`config.mk`:
```
export PLATFORM = sky130hd
export DESIGN_NAME = regfile_wb_arbiter
export DESIGN_NICKNAME = d
export VERILOG_FILES = /design/src/rtl/regfile_wb_pkg.sv /design/src/rtl/regfile_wb_rr_arb.sv /design/src/rtl/regfile_wb_arbiter.sv
export SDC_FILE = /design/constraint.sdc
export NUM_CORES = 1
export LEC_CHECK = 0
export ABC_AREA = 1
export BUFFER_PORTS_ARGS = -buffer_cell sky130_fd_sc_hd__buf_2
export CAP_MARGIN = 30
export CORE_AREA = 2 2 99 77
export DETAILED_ROUTE_END_ITERATION = 8
export DIE_AREA = 0 0 101 79
export GPL_TIMING_DRIVEN = 0
export MAX_ROUTING_LAYER = met4
export PLACE_DENSITY = 0.88
export SETUP_SLACK_MARGIN = 0.02
export SLEW_MARGIN = 10
export SYNTH_ARGS = -nofsm -noshare
export SYNTH_HDL_FRONTEND = slang
export SYNTH_SLANG_ARGS = --single-unit
```
`constraint.sdc`:
```
create_clock -name clk_i -period 2.94 [get_ports clk_i]
set_clock_uncertainty 0.15 [all_clocks]
set_input_delay 0.294 -clock clk_i [delete_from_list [all_inputs] [get_ports clk_i]]
set_output_delay 0.294 -clock clk_i [all_outputs]
set_load 0.05 [all_outputs]
```
`src/rtl/regfile_wb_pkg.sv`:
```
`default_nettype none
// ============================================================================
//  Module      : regfile_wb_pkg
//  Description : Shared helpers for the register-file writeback arbiter.
//                - safe_clog2 sizes addresses and the round-robin pointer
//                  (never returns less than 1 bit).
//                - `REGFILE_WB_DECLARE_REQ_S builds the per-requester write
//                  request struct (v, addr, data) at the widths chosen by
//                  the instantiating module.
//  Revision    : 1.0 - initial release
// ============================================================================

// The request struct depends on module parameters, which a package cannot
// see. A declaration macro lets each module build the struct at its own
// widths.
`define REGFILE_WB_DECLARE_REQ_S(width_mp, addr_width_mp) \
    typedef struct packed {                                \
        logic                     v;                       \
        logic [(addr_width_mp)-1:0] addr;                  \
        logic [(width_mp)-1:0]      data;                  \
    } regfile_wb_req_s

package regfile_wb_pkg;

    // Address/pointer width that stays legal for a single-entry space.
    function automatic int safe_clog2(input int n);
        return (n <= 1) ? 1 : $clog2(n);
    endfunction

endpackage

`default_nettype wire

```
`src/rtl/regfile_wb_rr_arb.sv`:
```
`default_nettype none
// ============================================================================
//  Module      : regfile_wb_rr_arb
//  Description : Combinational round-robin grant for the writeback arbiter.
//                The search starts at i_ptr and wraps. With hi_prio_0_p = 1,
//                requester 0 wins whenever it is valid and the rotating
//                search covers only requesters 1..num_req_p-1.
//  Ports       : i_req        request vector
//                i_ptr        current round-robin pointer
//                o_grant      one-hot grant
//                o_grant_v    any grant this cycle
//                o_grant_idx  index of the granted requester
//                o_next_ptr   pointer value to load when a grant happens
//  Revision    : 1.0 - initial release
// ============================================================================
module regfile_wb_rr_arb
    import regfile_wb_pkg::*;
#(
    parameter int num_req_p    = 3,
    parameter int ptr_width_lp = safe_clog2(num_req_p),
    parameter int hi_prio_0_p  = 0
) (
    input  logic [num_req_p-1:0]    i_req,
    input  logic [ptr_width_lp-1:0] i_ptr,
    output logic [num_req_p-1:0]    o_grant,
    output logic                    o_grant_v,
    output logic [ptr_width_lp-1:0] o_grant_idx,
    output logic [ptr_width_lp-1:0] o_next_ptr
);

    // Rotating range: [c_base, num_req_p-1]
    localparam int c_base = (hi_prio_0_p != 0) ? 1 : 0;
    localparam int c_span = num_req_p - c_base;

    int w_start;
    int w_nxt;

    always_comb begin
        o_grant     = '0;
        o_grant_v   = 1'b0;
        o_grant_idx = '0;
        o_next_ptr  = i_ptr;
        w_nxt       = 0;
        // Offset of the pointer within the rotating range. With the priority
        // lane the reset value 0 is outside the range and means "start at 1".
        if (hi_prio_0_p != 0) begin
            w_start = (i_ptr == '0) ? 0 : int'(i_ptr) - 1;
        end else begin
            w_start = int'(i_ptr);
        end

        if ((hi_prio_0_p != 0) && i_req[0]) begin
            // Priority grant leaves the pointer where it is.
            o_grant[0] = 1'b1;
            o_grant_v  = 1'b1;
        end else begin
            for (int k = 0; k < c_span; k++) begin
                for (int j = c_base; j < num_req_p; j++) begin
                    if (!o_grant_v && i_req[j] &&
                        (j == c_base + ((w_start + k) % c_span))) begin
                        o_grant[j]  = 1'b1;
                        o_grant_v   = 1'b1;
                        o_grant_idx = ptr_width_lp'(j);
                        w_nxt       = (j + 1 == num_req_p) ? c_base : j + 1;
                        o_next_ptr  = ptr_width_lp'(w_nxt);
                    end
                end
            end
        end
    end

endmodule
`default_nettype wire

```
`src/rtl/regfile_wb_arbiter.sv`:
```
`default_nettype none
// ============================================================================
//  Module      : regfile_wb_arbiter
//  Description : Shares the single register-file write port among num_req_p
//                writeback requesters with round-robin arbitration. The
//                granted write is registered and presented to the regfile
//                one cycle after the grant. Writes to register 0 are
//                consumed and dropped when x0_tied_to_zero_p = 1.
//                Optional pending-write scoreboard, enabled by defining
//                REGFILE_WB_SCOREBOARD_EN; otherwise sb_busy_o is all 0 and
//                the sb_set_* inputs are ignored.
//  Ports       : clk_i          clock
//                reset_n_i      synchronous active-low reset
//                req_v_i        per-requester write pending
//                req_addr_i     per-requester destination (flattened)
//                req_data_i     per-requester data (flattened)
//                req_yumi_o     one-hot grant / request consumed
//                w_v_o          regfile write enable
//                w_addr_o       regfile write address
//                w_data_o       regfile write data
//                sb_set_v_i     mark a destination pending
//                sb_set_addr_i  destination being marked
//                sb_busy_o      pending bit per register
//  Revision    : 1.0 - initial release
// ============================================================================
module regfile_wb_arbiter
    import regfile_wb_pkg::*;
#(
    parameter int width_p           = 32,
    parameter int els_p             = 32,
    parameter int num_req_p         = 3,
    parameter int x0_tied_to_zero_p = 1,
    parameter int hi_prio_0_p       = 0,
    parameter int addr_width_lp     = safe_clog2(els_p)
) (
    input  logic                             clk_i,
    input  logic                             reset_n_i,
    input  logic [num_req_p-1:0]             req_v_i,
    input  logic [num_req_p*addr_width_lp-1:0] req_addr_i,
    input  logic [num_req_p*width_p-1:0]     req_data_i,
    output logic [num_req_p-1:0]             req_yumi_o,
    output logic                             w_v_o,
    output logic [addr_width_lp-1:0]         w_addr_o,
    output logic [width_p-1:0]               w_data_o,
    input  logic                             sb_set_v_i,
    input  logic [addr_width_lp-1:0]         sb_set_addr_i,
    output logic [els_p-1:0]                 sb_busy_o
);

    localparam int c_ptr_width = safe_clog2(num_req_p);

    `REGFILE_WB_DECLARE_REQ_S(width_p, addr_width_lp);

    regfile_wb_req_s          w_req [num_req_p];
    logic [num_req_p-1:0]     w_req_v;
    logic [num_req_p-1:0]     w_gnt;
    logic                     w_gnt_v;
    logic [c_ptr_width-1:0]   w_gnt_idx;
    logic [c_ptr_width-1:0]   w_next_ptr;
    logic [addr_width_lp-1:0] w_gnt_addr;
    logic [width_p-1:0]       w_gnt_data;
    logic                     w_gnt_drop;
    logic [c_ptr_width-1:0]   r_ptr;
    logic                     r_w_v;
    logic [addr_width_lp-1:0] r_w_addr;
    logic [width_p-1:0]       r_w_data;

    genvar gi;
    generate
        for (gi = 0; gi < num_req_p; gi++) begin : g_req
            assign w_req[gi].v    = req_v_i[gi];
            assign w_req[gi].addr = req_addr_i[gi*addr_width_lp +: addr_width_lp];
            assign w_req[gi].data = req_data_i[gi*width_p +: width_p];
            assign w_req_v[gi]    = w_req[gi].v;
        end
    endgenerate

    regfile_wb_rr_arb #(
        .num_req_p    (num_req_p),
        .ptr_width_lp (c_ptr_width),
        .hi_prio_0_p  (hi_prio_0_p)
    ) u_rr_arb (
        .i_req       (w_req_v),
        .i_ptr       (r_ptr),
        .o_grant     (w_gnt),
        .o_grant_v   (w_gnt_v),
        .o_grant_idx (w_gnt_idx),
        .o_next_ptr  (w_next_ptr)
    );

    assign w_gnt_addr = w_req[w_gnt_idx].addr;
    assign w_gnt_data = w_req[w_gnt_idx].data;

    // A granted write to register 0 is still consumed, but never reaches
    // the regfile when x0 is hardwired.
    assign w_gnt_drop = (x0_tied_to_zero_p != 0) && (w_gnt_addr == '0);

    // No requester may believe it was consumed while reset is held.
    assign req_yumi_o = reset_n_i ? w_gnt : '0;

    always_ff @(posedge clk_i) begin
        if (!reset_n_i) begin
            r_ptr <= '0;
        end else if (w_gnt_v) begin
            r_ptr <= w_next_ptr;
        end
    end

    // Output stage; address/data hold their last value while idle.
    always_ff @(posedge clk_i) begin
        if (!reset_n_i) begin
            r_w_v    <= 1'b0;
            r_w_addr <= '0;
            r_w_data <= '0;
        end else begin
            r_w_v <= w_gnt_v && !w_gnt_drop;
            if (w_gnt_v && !w_gnt_drop) begin
                r_w_addr <= w_gnt_addr;
                r_w_data <= w_gnt_data;
            end
        end
    end

    assign w_v_o    = r_w_v;
    assign w_addr_o = r_w_addr;
    assign w_data_o = r_w_data;

`ifdef REGFILE_WB_SCOREBOARD_EN
    logic [els_p-1:0] r_sb_busy;
    logic             w_sb_set_ok;

    // Register 0 can never be pending when it is hardwired.
    assign w_sb_set_ok = sb_set_v_i &&
                         !((x0_tied_to_zero_p != 0) && (sb_set_addr_i == '0));

    // Set is checked before clear so a new op issued to a register in the
    // same cycle its previous result retires remains outstanding.
    always_ff @(posedge clk_i) begin
        if (!reset_n_i) begin
            r_sb_busy <= '0;
        end else begin
            for (int i = 0; i < els_p; i++) begin
                if (w_sb_set_ok && (sb_set_addr_i == addr_width_lp'(i))) begin
                    r_sb_busy[i] <= 1'b1;
                end else if (w_gnt_v && (w_gnt_addr == addr_width_lp'(i))) begin
                    r_sb_busy[i] <= 1'b0;
                end
            end
        end
    end

    assign sb_busy_o = r_sb_busy;
`else
    logic w_sb_unused;
    assign w_sb_unused = ^{sb_set_v_i, sb_set_addr_i};
    assign sb_busy_o   = '0;
`endif

endmodule
`default_nettype wire

```
==> results of run 1 <==
==> registers in the layout (all words and copies together) (netlist names) <==
register  flops
w_data_o     32
w_v_o         1
w_addr_o      5
r_ptr         2
==> power by group through the flow <==
stage                     clock network (µW)  registers [µW]  logic (µW)
after floorplan                            0            1630        2200
final                                    448             922        3930
after global routing                     493             944        4300
after detailed placement                   0             924        3740
after global placement                     0             915        3650
after CTS                                464             916        3790
==> timing repair <==
item,in CTS,in global routing
gates cloned,0,0
buffers inserted,0,4
setup endpoints to repair,7,40
pin swaps,0,3
resized for setup,10,26
==> metal layers <==
metal / track usage / part of all wire / vias up
met5: - / 0 / -
met4: 0.0473 / 0.0042 / 0
met3: 0.0405 / 0.072 / 6
met2: 0.409 / 0.50 / 162
met1: 0.275 / 0.42 / 1586
li1: - / - / 1808
==> layout by cell type, fill, tap and decap left out, drive strengths merged <==
| cell | count |
|---|---|
| clkinv | 2 |
| a211oi | 1 |
| nor2 | 106 |
| clkbuf | 22 |
| nand3b | 33 |
| o21bai | 1 |
| nand4 | 1 |
| nor3 | 2 |
| buf | 204 |
| a21oi | 6 |
| nand3 | 18 |
| nand2 | 107 |
| inv | 16 |
| dfxtp | 40 |
| ha | 2 |
| bufinv | 1 |
| o21ai | 65 |
| conb | 32 |
==> area by class of cell <==
type / instances / area [µm²] / area share
timing repair buffer: 159 / 818 / 0.196
clock buffer: 6 / 72.6 / 0.0174
sequential: 40 / 803 / 0.192
tap: 87 / 109 / 0.0260
inverter: 17 / 66.3 / 0.0159
buffer: 61 / 433 / 0.104
multi-input combinational: 374 / 1840 / 0.441
clock inverter: 2 / 35.0 / 0.00838
==> cells by family (layout without fill, tap and decap cells) <==
kind of cell             after synthesis  after routing  share of synthesized area
adder cells (fa/ha/maj)                2              2                    0.00848
other                                  1             32                    0.00127
AO/OA/AOI/OAI                         73             73                      0.131
AND/OR/NAND/NOR                      267            267                      0.427
flip-flops                            40             40                      0.271
buffers and inverters                 78            245                      0.161
==> critical path, cell delays in order (launching register included) <==
cell	delay, ns
dfxtp_2	0.37
inv_1	0.06
ha_1	0.22
nand2_1	0.10
nand2_1	0.06
a21oi_2	0.14
nand3_2	0.13
nor2_4	0.18
buf_4	0.13
nand3_2	0.24
inv_2	0.20
nor3_2	0.06
buf_2	0.22
==> synth_stat cells <==
| library cell | instances |
|---|---|
| a211oi_1 | 1 |
| a21oi_1 | 5 |
| a21oi_2 | 1 |
| buf_1 | 3 |
| buf_2 | 2 |
| buf_4 | 35 |
| buf_6 | 6 |
| clkbuf_1 | 15 |
| clkinv_1 | 1 |
| conb_1 | 1 |
| dfxtp_1 | 40 |
| ha_1 | 2 |
| inv_1 | 12 |
| inv_2 | 3 |
| inv_4 | 1 |
| nand2_1 | 102 |
| nand2_2 | 5 |
| nand3_1 | 16 |
| nand3_2 | 2 |
| nand3b_1 | 33 |
| nand4_1 | 1 |
| nor2_1 | 74 |
| nor2_2 | 31 |
| nor2_4 | 1 |
| nor3_1 | 2 |
| o21ai_0 | 65 |
| o21bai_4 | 1 |
==> stage by stage <==
step	std cells	setup WS [ns]	utilization
floorplan	492	0.118	-
global route	746	0.00108	0.589
finish	746	0.101	0.589
global placement	734	0.140	0.558
detailed placement	734	0.0222	0.558
CTS	742	-0.0468	0.577
==> path summary, 6_finish.rpt <==
| kind | end | start | slack (ns) | depth (start not counted) |
|---|---|---|---|---|
| setup / recovery | req_yumi_o[0] | r_ptr[1]$_SDFFE_PN0P_ | 0.10 | 12 |
| hold / removal | w_data_o[23]$_SDFFE_PN0P_ | reset_n_i | 0.22 | 3 |
| setup reg to reg | w_data_o[28]$_SDFFE_PN0P_ | r_ptr[1]$_SDFFE_PN0P_ | 0.16 | 20 |
| hold reg to reg | w_addr_o[0]$_SDFFE_PN0P_ | w_addr_o[0]$_SDFFE_PN0P_ | 0.31 | 2 |
==> impl_metrics.py, run 1 <==
metrics = {
    "clocking": {
        "cts_sinks": 40,
        "cts_buffer_depth": 2,
        "cts-root-buf": "clkbuf_8",
        "cts_tree": "built",
        "cts_buffers": 5,
        "cts_hold_buf": 0,
        "clk_pin_slew_ns": 0.09,
        "clock_latency_ns": 0.28,
        "h-tree-depth": 2,
    },
    "status": {
        "status": "finished, final reports clean",
    },
    "routing": {
        "drtPass1Iterations": 4,
        "drtAntennaViolNets": 0,
        "via_count": 3562,
        "wl_um": 9390,
        "viasPerCell": 4.77,
        "drt_iter0_markers": 115,
        "routedWlPerCell_um": 12.6,
        "drc_errors": 0,
    },
    "global_routing": {
        "grt_first_pass_wirelength_um": 14300,
        "antenna_found_initial": 0,
        "grt_pass1_vias": 3138,
        "grt_start_max_net_pins": 13,
        "gr-total-overflow": 0,
        "grt_usage": 0.230,
    },
    "final_layout": {
        "final_nets": 782,
        "syn2layout_area_growth_pct": 41.7,
        "fillers": 708,
        "layout-drive-gt1-share": 0.414,
        "final_area_um2": 4180,
        "antenna_cells": 0,
    },
    "sta": {
        "rsz0062_at_grt": "no",
        "whs_ns": 0.223,
        "finalSetupViolations": 0,
        "layout_min_cycle_time_ns": 2.84,
        "slew_violations": 0,
        "setup-tns-final_ns": 0,
        "finalCritPeriodShare": 0.966,
        "max_freq_mhz": 352,
        "finalHoldViolCount": 0,
    },
    "synthesis": {
        "yosys_warnings": 0,
        "seq_area_frac_synth": 0.271,
        "ys_ff_latch": 40,
        "synth_top_area_frac": 0.271,
        "synth_cells": 461,
        "syn_area_um2": 2950,
        "synth.distinct_cells": 27,
        "netlist.top_cell.by_area": "dfxtp_1",
        "ys_top_cells_by_area": "dfxtp_1 (27%), nand2_1 (13%), o21ai_0 (11%)",
        "avgSynthCellArea_um2": 6.40,
    },
    "power_and_ir_drop": {
        "p_int_uw": 2330,
        "seqPwrFrac": 0.174,
        "netSwitchingPower_uw": 2970,
        "vdd_drop_max_v": 0.000685,
        "power_frac_comb": 0.741,
        "powerDensity_nw_per_um2": 1270,
        "power_uw": 5300,
        "power_switching_share": 0.560,
        "clockPowerShare": 0.085,
        "power.leakage_uw": 0.00230,
    },
    "critical_path": {
        "crit_arrival_ns": 2.39,
        "cp-start-kind": "flip-flop",
        "critPathCaptureType": "output pin",
        "path_max_fanout": 10,
        "required_ns": 2.50,
        "path_class": "reg -> out",
    },
    "job": {
        "cap_violations": 0,
    },
    "floorplanning": {
        "fp.dieW_um": 101,
        "die_y_um": 79,
        "pin_count": 195,
        "start_util": 0.416,
        "core_area_um2": 7090,
        "die_area_um2": 7980,
        "row_count": 27,
    },
    "place": {
        "gp_congestion": 0.854,
        "place_hpwl_um": 7220,
        "port_buffers": 155,
        "place_area_um2": 3960,
    },
    "worst_hold_path": {
        "hold_path_class": "in -> reg",
    },
}
Note: power is estimated with default switching activity, not from simulation.
==> run 2, diff against run 1 <==
Settings changed: CORE_AREA 2 2 99 77 to 2 2 129 100, DIE_AREA 0 0 101 79 to 0 0 131 102, PLACE_DENSITY 0.88 to 0.59.
==> impl_metrics.py, run 2 (same netlist as run 1, synthesis figures left out) <==
metrics = {
    "final_layout": {
        "largest_reg_flops": 32,
        "layout-drive-gt1-share": 0.430,
        "syn2layout_area_growth_pct": 50.7,
        "finalNonFillerCells": 828,
        "final_nets": 784,
        "final_common_cell": "buf_2",
        "layout_common_cells": "buf_2 (155), nand2_1 (94), nor2_1 (74)",
        "fillers": 1312,
    },
    "routing": {
        "drtAntennaViolNets": 0,
        "drt_iter0_markers": 116,
        "drc_errors": 0,
        "via_count": 3448,
        "drtPass1Iterations": 4,
        "wl_um": 10400,
        "viasPerCell": 4.16,
        "routedWlPerCell_um": 12.6,
    },
    "place": {
        "port_buffers": 155,
        "placed_cells": 813,
        "place_hpwl_um": 7860,
        "gp_congestion": 0.765,
    },
    "job": {
        "cap_violations": 0,
    },
    "critical_path": {
        "crit_path_top_delay_cell": "dfxtp_2",
        "critPathCaptureType": "output pin",
        "cp-start-kind": "flip-flop",
        "crit_top_cell": "nand3_2",
        "path_class": "reg -> out",
        "crit_arrival_ns": 2.32,
        "path_max_fanout": 10,
        "slowest_delay_ns": 0.34,
        "path_cells": "inv_2, ha_4, nand2_4, nand2_1, a21oi_2, nand3_2, nor2_4, nand3_2, inv_1, nor3_2, buf_2",
        "required_ns": 2.50,
    },
    "worst_hold_path": {
        "hold_path_class": "in -> reg",
    },
    "global_routing": {
        "grt_first_pass_wirelength_um": 15400,
        "grt_usage": 0.154,
        "antenna_found_initial": 1,
        "grt_start_max_net_pins": 13,
        "gr-total-overflow": 0,
        "grt_pass1_vias": 3055,
    },
    "clocking": {
        "cts_buffer_depth": 2,
        "cts_sinks": 40,
        "clk_pin_slew_ns": 0.06,
        "clock_latency_ns": 0.28,
        "cts_hold_buf": 0,
        "cts-root-buf": "clkbuf_16",
        "cts_tree": "built",
        "h-tree-depth": 2,
        "cts_buffers": 5,
    },
    "sta": {
        "slew_violations": 0,
        "whs_ns": 0.269,
        "finalCritPeriodShare": 0.942,
        "rsz0062_at_grt": "no",
        "finalHoldViolCount": 0,
        "layout_min_cycle_time_ns": 2.77,
        "tightest_slew_ns": 0.532,
        "slew_headroom": 0.646,
        "finalSetupViolations": 0,
        "max_freq_mhz": 361,
    },
    "floorplanning": {
        "die_y_um": 102,
        "row_count": 35,
        "start_util": 0.245,
        "fp.dieW_um": 131,
        "die_area_um2": 13400,
        "pin_count": 195,
        "core_area_um2": 12000,
    },
    "power_and_ir_drop": {
        "p_int_uw": 2610,
        "power.leakage_uw": 0.00238,
        "vdd_drop_max_v": 0.000580,
        "powerDensity_nw_per_um2": 1270,
        "netSwitchingPower_uw": 3050,
        "seqPwrFrac": 0.162,
        "power_switching_share": 0.539,
        "clockPowerShare": 0.119,
        "power_frac_comb": 0.720,
    },
    "status": {
        "status": "finished, final reports clean",
    },
}
==> run 2: cell count changes in the layout (fill, tap and decap cells not counted), moves of 3 or more <==
cell	before	now
nand2_2	5	9
clkbuf_16	0	6
clkbuf_8	5	2
buf_4	39	36
nand2_1	100	94
buf_8	0	3
==> run 2: power groups by stage <==
stage,Combinational [µW],Clock (µW),Sequential (µW)
finish,4080,671,914
global route,4540,719,943
CTS,3930,695,910
detailed placement,3830,0,918
global placement,3840,0,908
floorplan,2200,0,1630
==> run 2: per-layer routing <==
metal  up-vias  wire (µm)  track usage
met5         -          0            -
met4         0         58       0.0270
met3         7        711       0.0319
met2       117       4370        0.237
met1      1510       5250        0.210
li1       1814          -            -
==> run 2: worst paths after layout <==
path | startpoint | endpoint | slack, ns | depth (start not counted)
hold reg to reg | w_addr_o[2]$_SDFFE_PN0P_ | w_addr_o[2]$_SDFFE_PN0P_ | 0.32 | 2
hold / removal | req_data_i[45] | w_data_o[13]$_SDFFE_PN0P_ | 0.27 | 6
setup reg to reg | r_ptr[0]$_SDFFE_PN0P_ | w_data_o[0]$_SDFFE_PN0P_ | 0.22 | 20
setup / recovery | r_ptr[0]$_SDFFE_PN0P_ | req_yumi_o[0] | 0.17 | 11
==> run 2: what timing repair did <==
item                                    in CTS  in global routing
pin swaps                                    1                  6
gates resized for setup                     16                 33
gates cloned                                 0                  1
setup buffers                                1                  4
endpoints found under the setup margin      33                 41
==> run 2: final cells by class <==
type / instances / area, µm² / area share
flip-flops and latches: 40 / 803 / 0.181
repair buffers: 161 / 863 / 0.194
well taps: 166 / 208 / 0.0467
inverters: 17 / 66.3 / 0.0149
multi-input cells: 374 / 1860 / 0.419
plain buffers: 61 / 458 / 0.103
clock buffers: 7 / 153 / 0.0343
clock inverters: 1 / 30.0 / 0.00675
diodes: 1 / 2.50 / 0.000563
==> run 2: critical path, delay by kind of cell, from the launching register on <==
kind | cells | cell delay (ns)
AOI/OAI and AO/OA | 1 | 0.14
adders and majority gates | 1 | 0.25
buffers and inverters | 3 | 0.51
DFF | 1 | 0.34
and+or+nand+nor | 6 | 0.80
==> run 2: per-stage QoR <==
step	cell area, µm²	util	setup slack (ns)	total power [µW]	TNS (ns)
3_5_place_dp	4060	0.337	-0.0327	4750	-0.618
3_3_place_gp	4060	0.337	-0.0278	4750	-0.586
6_report	4450	0.369	0.172	5660	0
4_1_cts	4290	0.356	0.00967	5530	0
2_1_floorplan	3070	-	0.118	3830	0
5_1_grt	4450	0.369	0.0105	6200	0
